--- config.mk ---
export PLATFORM = sky130hd
export DESIGN_NAME = lvt_multiport_ram
export DESIGN_NICKNAME = d
export VERILOG_FILES = /design/src/rtl/lvt_ram_pkg.sv /design/src/rtl/lvt_ram_bank.sv /design/src/rtl/lvt_table.sv /design/src/rtl/lvt_multiport_ram.sv
export SDC_FILE = /design/constraint.sdc
export NUM_CORES = 2
export LEC_CHECK = 0
export CAP_MARGIN = 15
export CORE_MARGIN = 4
export CORE_UTILIZATION = 50
export CTS_BUF_LIST = sky130_fd_sc_hd__clkbuf_8
export CTS_CLUSTER_DIAMETER = 200
export CTS_CLUSTER_SIZE = 28
export DETAILED_ROUTE_END_ITERATION = 8
export GPL_ROUTABILITY_DRIVEN = 0
export PLACE_DENSITY_LB_ADDON = 0.25
export SLEW_MARGIN = 10
export SYNTH_ARGS = -nofsm -noshare
export SYNTH_HDL_FRONTEND = slang
export SYNTH_MEMORY_MAX_BITS = 65536
export SYNTH_SLANG_ARGS = --single-unit
--- constraint.sdc ---
create_clock -name clk -period 5.81 [get_ports clk]
set_input_delay 1.162 -clock clk [delete_from_list [all_inputs] [get_ports clk]]
set_output_delay 1.162 -clock clk [all_outputs]
set_load 0.02 [all_outputs]
--- src/rtl/lvt_ram_pkg.sv ---
// Shared types and the write-arbitration helper for the LVT multiport RAM.
package lvt_ram_pkg;

    localparam int MAX_PORTS  = 16;
    localparam int MAX_ADDR_W = 16;
    localparam int MAX_ID_W   = 4;
    localparam int MAX_WIDTH  = 128;

    typedef logic [MAX_ADDR_W-1:0] addr_t;
    typedef logic [MAX_ID_W-1:0]   id_t;
    typedef logic [MAX_WIDTH-1:0]  word_t;
    typedef addr_t [MAX_PORTS-1:0] addr_vec_t;

    typedef enum logic {
        CLEAR = 1'b0,
        READY = 1'b1
    } state_e;

    typedef struct packed {
        logic hit;
        id_t  port;
    } winner_t;

    // Highest-index enabled port writing an in-range address wins it.
    function automatic winner_t find_winner(
        input addr_t                 addr,
        input logic [MAX_PORTS-1:0]  wen,
        input addr_vec_t             waddr,
        input int unsigned           n_write,
        input int unsigned           depth
    );
        winner_t w;
        w = '0;
        if (32'(addr) < depth) begin
            for (int unsigned k = 0; k < MAX_PORTS; k++) begin
                if (k < n_write && wen[k] && waddr[k] == addr) begin
                    w.hit  = 1'b1;
                    w.port = id_t'(k);
                end
            end
        end
        return w;
    endfunction

endpackage

--- src/rtl/lvt_ram_bank.sv ---
// 1W1R distributed RAM primitive: synchronous write, asynchronous read.
module lvt_ram_bank #(
    parameter int WIDTH = 32,
    parameter int DEPTH = 32,
    parameter int AW    = 5
) (
    input  logic             clk,
    input  logic             we,
    input  logic [AW-1:0]    waddr,
    input  logic [WIDTH-1:0] wdata,
    input  logic [AW-1:0]    raddr,
    output logic [WIDTH-1:0] rdata
);

    logic [WIDTH-1:0] mem [DEPTH];

    // Single write port; the caller guarantees waddr < DEPTH when we is high.
    always_ff @(posedge clk) begin
        if (we) begin
            mem[waddr] <= wdata;
        end
    end

    assign rdata = mem[raddr];

endmodule

--- src/rtl/lvt_table.sv ---
// Live-value table: remembers which write port last wrote each address.
module lvt_table #(
    parameter int DEPTH   = 32,
    parameter int N_WRITE = 2,
    parameter int N_READ  = 2,
    parameter int AW      = 5,
    parameter int IDW     = 1
) (
    input  logic                          clk,
    input  logic                          clear,
    input  logic [AW-1:0]                 clear_addr,
    input  logic [N_WRITE-1:0]            we,
    input  logic [N_WRITE-1:0][AW-1:0]    waddr,
    input  logic [N_READ-1:0][AW-1:0]     raddr,
    output logic [N_READ-1:0][IDW-1:0]    rid
);

    logic [IDW-1:0] mem [DEPTH];

    // Clear has priority; otherwise winning ports (distinct addresses) tag their entry.
    always_ff @(posedge clk) begin
        if (clear) begin
            mem[clear_addr] <= '0;
        end else begin
            for (int j = 0; j < N_WRITE; j++) begin
                if (we[j]) begin
                    mem[waddr[j]] <= IDW'(j);
                end
            end
        end
    end

    // Combinational lookup per read port.
    always_comb begin
        for (int i = 0; i < N_READ; i++) begin
            rid[i] = mem[raddr[i]];
        end
    end

endmodule

--- src/rtl/lvt_multiport_ram.sv ---
// N-write/N-read RAM built from 1W1R banks plus a live-value table,
// with a post-reset clear sweep, write arbitration and optional bypass.
module lvt_multiport_ram
    import lvt_ram_pkg::*;
#(
    parameter int               WIDTH        = 32,
    parameter int               DEPTH        = 32,
    parameter int               N_WRITE      = 2,
    parameter int               N_READ       = 2,
    parameter int               READ_LATENCY = 0,
    parameter int               BYPASS       = 1,
    parameter logic [WIDTH-1:0] INIT_VALUE   = '0,
    localparam int              AW           = (DEPTH > 1) ? $clog2(DEPTH) : 1,
    localparam int              IDW          = (N_WRITE > 1) ? $clog2(N_WRITE) : 1
) (
    input  logic                             clk,
    input  logic                             resetn,
    input  logic [N_WRITE-1:0]               wen,
    input  logic [N_WRITE-1:0][AW-1:0]       waddr,
    input  logic [N_WRITE-1:0][WIDTH-1:0]    wdata,
    input  logic [N_READ-1:0][AW-1:0]        raddr,
    output logic [N_READ-1:0][WIDTH-1:0]     rdata,
    output logic                             ready,
    output logic [N_WRITE-1:0]               wdrop
);

    state_e                            state_q, state_d;
    logic [AW-1:0]                     clr_ptr_q, clr_ptr_d;
    logic                              clearing;
    logic [MAX_PORTS-1:0]              wen_x;
    addr_vec_t                         waddr_x;
    winner_t                           wr_win, rd_win;
    logic [N_WRITE-1:0]                win;
    logic [N_WRITE-1:0]                bank_we;
    logic [N_WRITE-1:0][AW-1:0]        bank_waddr;
    logic [N_WRITE-1:0][WIDTH-1:0]     bank_wdata;
    logic [WIDTH-1:0]                  bank_rdata [N_READ][N_WRITE];
    logic [N_READ-1:0][IDW-1:0]        lvt_rid;
    logic [N_READ-1:0][WIDTH-1:0]      rd_comb;

    assign clearing = (state_q == CLEAR);
    assign ready    = (state_q == READY);

    // State and clear-pointer registers; reset restarts the sweep from 0.
    always_ff @(posedge clk) begin
        if (!resetn) begin
            state_q   <= CLEAR;
            clr_ptr_q <= '0;
        end else begin
            state_q   <= state_d;
            clr_ptr_q <= clr_ptr_d;
        end
    end

    // Sweep one address per cycle, leave CLEAR after the last entry.
    always_comb begin
        state_d   = state_q;
        clr_ptr_d = clr_ptr_q;
        if (state_q == CLEAR) begin
            clr_ptr_d = clr_ptr_q + 1'b1;
            if (clr_ptr_q == AW'(DEPTH - 1)) begin
                state_d = READY;
            end
        end
    end

    // Widen the write ports for the shared arbitration helper; writes count only once ready.
    always_comb begin
        wen_x   = '0;
        waddr_x = '0;
        for (int j = 0; j < N_WRITE; j++) begin
            wen_x[j]   = ready & wen[j];
            waddr_x[j] = addr_t'(waddr[j]);
        end
    end

    // A port commits only if it owns its address; losers and out-of-range writes are dropped.
    always_comb begin
        win    = '0;
        wdrop  = '0;
        wr_win = '0;
        for (int j = 0; j < N_WRITE; j++) begin
            wr_win   = find_winner(waddr_x[j], wen_x, waddr_x, N_WRITE, DEPTH);
            win[j]   = wen_x[j] && wr_win.hit && (wr_win.port == id_t'(j));
            wdrop[j] = wen_x[j] && !win[j];
        end
    end

    // Bank write ports are taken over by the clear sweep while clearing.
    always_comb begin
        for (int j = 0; j < N_WRITE; j++) begin
            bank_we[j]    = clearing | win[j];
            bank_waddr[j] = clearing ? clr_ptr_q : waddr[j];
            bank_wdata[j] = clearing ? INIT_VALUE : wdata[j];
        end
    end

    for (genvar i = 0; i < N_READ; i++) begin : g_rd
        for (genvar j = 0; j < N_WRITE; j++) begin : g_wr
            lvt_ram_bank #(
                .WIDTH (WIDTH),
                .DEPTH (DEPTH),
                .AW    (AW)
            ) u_bank (
                .clk   (clk),
                .we    (bank_we[j]),
                .waddr (bank_waddr[j]),
                .wdata (bank_wdata[j]),
                .raddr (raddr[i]),
                .rdata (bank_rdata[i][j])
            );
        end
    end

    if (N_WRITE > 1) begin : g_lvt
        lvt_table #(
            .DEPTH   (DEPTH),
            .N_WRITE (N_WRITE),
            .N_READ  (N_READ),
            .AW      (AW),
            .IDW     (IDW)
        ) u_lvt (
            .clk        (clk),
            .clear      (clearing),
            .clear_addr (clr_ptr_q),
            .we         (win),
            .waddr      (waddr),
            .raddr      (raddr),
            .rid        (lvt_rid)
        );
    end else begin : g_no_lvt
        assign lvt_rid = '0;
    end

    // Select the live bank per read port, then apply write-first forwarding if enabled.
    always_comb begin
        rd_win = '0;
        for (int i = 0; i < N_READ; i++) begin
            rd_comb[i] = INIT_VALUE;
            if (!clearing && (32'(raddr[i]) < DEPTH)) begin
                for (int j = 0; j < N_WRITE; j++) begin
                    if (lvt_rid[i] == IDW'(j)) begin
                        rd_comb[i] = bank_rdata[i][j];
                    end
                end
                if (BYPASS != 0) begin
                    rd_win = find_winner(addr_t'(raddr[i]), wen_x, waddr_x, N_WRITE, DEPTH);
                    if (rd_win.hit) begin
                        for (int j = 0; j < N_WRITE; j++) begin
                            if (rd_win.port == id_t'(j)) begin
                                rd_comb[i] = wdata[j];
                            end
                        end
                    end
                end
            end
        end
    end

    if (READ_LATENCY == 1) begin : g_lat1
        logic [N_READ-1:0][WIDTH-1:0] rdata_p1;

        // Stage p0 -> p1: register the resolved read data.
        always_ff @(posedge clk) begin
            if (!resetn) begin
                rdata_p1 <= {N_READ{INIT_VALUE}};
            end else begin
                rdata_p1 <= rd_comb;
            end
        end

        assign rdata = rdata_p1;
    end else begin : g_lat0
        assign rdata = rd_comb;
    end

endmodule

==> flow_summary_export.csv <==
group,metric,value,unit
status,status,"completed",
sta,slew_headroom,21.45,%
sta,rsz0062_at_grt,"false",
clock_tree,path_clk_slew,170,ps
yosys,async_flop_share,0,%
grt,grt_pass1_wl,412400,um
sta,max_freq,0.1773,GHz
floorplan,dieArea,0.2028,mm^2
yosys,yosysSeqAreaShare,63.63,%
sta,fin_skew,34.79,ps
clock_tree,htreeDepth,3,
setup_path,crit_required,4650,ps
yosys,syn_avg_cell_area,19.87,um^2
finish,multi_input_area,0.03417,mm^2
routing,drt-total-wl,289300,um
yosys,ys_warn_count,0,
finish,syn2layout_area_growth,8.506,%
power_and_ir_drop,p_leak,33.83,nW
place,io_buffers,153,
setup_path,endpoint_kind,"primary output",
place,dp_hpwl,178000,um
yosys,syn_area,0.09785,mm^2
yosys,ys_top_cells_by_area,"edfxtp_1 63%, mux4_2 27%, a22oi_1 1.0%",
routing,post_drt_wl_per_cell,37.46,um
finish,fillCellCount,14630,
finish,num-nets-final,5161,
floorplan,io_pins,155,
setup_path,arrival,4480,ps
finish,drive_gt1_share,33.56,%
sta,hold_viol,0,
sta,min_period,5639,ps
floorplan,die_width,450.4,um
floorplan,fp.dieH,450.4,um
clock_tree,holdBufCountCts,0,
grt,antenna_found_initial,15,
routing,detail_route.drc_violations,0,
grt,grt_pass1_vias,55700,
floorplan,core_region_area,0.1948,mm^2
sta,fin_tns_setup,0,ps
power_and_ir_drop,total_power,0.02458,W
yosys,yosysTopAreaCell,"edfxtp_1",
sta,tightest_slew,1178,ps
yosys,synth_edf_count,2048,
setup_path,ff2ff_path_depth,6,
clock_tree,cts_root_buf,"clkbuf_8",
setup_path,crit_type,"input pin to primary output",
grt,grt_remaining_overflow,0,
sta,drv_slew,0,
grt,grtUsageTotal,28.54,%
floorplan,initial_utilization,50.23,%
yosys,synthesis.nets,5015,
clock_tree,clkLatencyLatePin,890,ps
routing,vias,54530,
setup_path,cp_max_fo,22,
routing,viasPerCell,7.060,
yosys,synthTopCellsByCount,"2048 x edfxtp_1, 1152 x mux4_2, 245 x nand2_1, 206 x nor2_1, 171 x clkbuf_1",
clock_tree,cts_sinks,2086,
clock_tree,cts_made_buffers,84,
yosys,ys_ff_latch,2086,
worst_hold_path,worstHoldPathType,"flop to flop",
clock_tree,cts_resized,0,
yosys,synth.top_cell.area_share,62.85,%
routing,ant_nets,0,
routing,drt_iter0_markers,7981,
yosys,ys.flop_type,"edfxtp_1",
grt,grt_max_degree,151,
yosys,ys_types,47,
routing,first_pass_iters,5,
clock_tree,post-cts-setup-buffers,0,
floorplan,row_count,162,
clock_tree,tritoncts,"yes",
setup_path,critPathLaunchType,"input pin",
yosys,yosysMostFrequentCell,"edfxtp_1",
sta,setup_viol,0,
sta,fin_crit_sh,97.06,%
clock_tree,cts.path.max_buffers,3,
yosys,syn_inst,4925,
finish,seqCellArea,0.06226,mm^2
worst_hold_path,whs_path_depth,2,
run,drv_cap,0,
power_and_ir_drop,peakVddDrop,0.1729,mV
power_and_ir_drop,power_density,231.5,mW/mm^2
## metal layers
| layer | part of all wire, % | up-vias | routed length (um) | track usage [%] |
|---|---|---|---|---|
| li1 | - | 21430 | - | - |
| met1 | 36 | 29470 | 105400 | 38.18 |
| met2 | 49 | 3056 | 141200 | 46.07 |
| met3 | 9.3 | 581 | 27040 | 5.162 |
| met4 | 5.4 | 2 | 15710 | 13.38 |
| met5 | 0.0066 | - | 19 | 0 |
## placed cells by master (no fill, tap or decap), types with 69 or more instances in the layout
| cell | synthesis | final |
|---|---|---|
| buf_12 | 0 | 88 |
| buf_4 | 39 | 254 |
| nand3_1 | 78 | 78 |
| mux2i_1 | 99 | 99 |
| clkbuf_8 | 0 | 85 |
| clkdlybuf4s50_1 | 0 | 115 |
| and2_1 | 74 | 69 |
| edfxtp_1 | 2048 | 2048 |
| o22ai_1 | 131 | 131 |
| mux4_2 | 1152 | 1152 |
| nor2_1 | 206 | 139 |
| nand2_1 | 245 | 243 |
| a22oi_1 | 132 | 132 |
## cells by family (layout without fill, tap and decap cells)
family / count (synthesis) / after routing / share of synthesized area, %
flops: 2086 / 2086 / 63.63
other cells: 1 / 12 / 0.003833
compound gates: 475 / 475 / 3.502
xor+xnor: 27 / 27 / 0.2417
mux: 1253 / 1253 / 27.55
buf+inv: 423 / 587 / 2.079
simple gates: 658 / 658 / 2.965
fa+ha+maj: 2 / 2 / 0.02557
## worst max-delay path: stages
cell	delay [ps]
buf_8	240
buf_12	270
buf_4	400
mux4_2	370
mux4_2	470
mux2i_1	610
nand2_1	140
o2111a_1	190
clkdlybuf4s50_1	550
## path summary, 6_finish.rpt
path	start	to	slack [ps]
max	raddr[7]	rdata[32]	170
max reg2reg	ready	g_rd[0].g_wr[1].u_bank.mem[3][14]	2230
min reg2reg	g_lvt.u_lvt.mem[31]	g_lvt.u_lvt.mem[31]	490
min	g_lvt.u_lvt.mem[31]	g_lvt.u_lvt.mem[31]	490
## where the power goes
part	switching (W)	internal, W
Combinational	0.00140	0.000981
Sequential	0.0000660	0.0164
Clock	0.00433	0.00136
## area by class of cell
type                            count  area share, %
Timing Repair Buffer              478          4.834
Sequential cell                  2086          58.65
Clock inverter                     19         0.1002
Clock buffer                       85          1.102
Inverter                            5        0.01768
Multi-Input combinational cell   2416          32.18
Antenna cell                       11        0.02593
Tap cell                         2624          3.092
## flip-flops by register name (all words and copies together), names as in the netlist
| signal | flops |
|---|---|
| clr_ptr_q | 5 |
| g_lvt.u_lvt.mem | 32 |
| g_rd.g_wr.u_bank.mem | 2048 |
| ready | 1 |
## metrics by stage
stage | instances | setup slack (ps) | area [um^2] | hold WS (ps) | utilization [%]
2_1_floorplan | 4925 | 534.2 | 97850 | 441.3 | -
3_3_place_gp | 7596 | 303.5 | 104700 | 458.3 | 53.73
3_5_place_dp | 7596 | 286.4 | 104700 | 460.3 | 53.73
4_1_cts | 7700 | 283.4 | 105900 | 483.4 | 54.38
5_1_grt | 7721 | 160.4 | 106200 | 502.8 | 54.50
6_report | 7724 | 170.8 | 106200 | 486.0 | 54.50
Note: power is estimated with default switching activity, not from simulation.
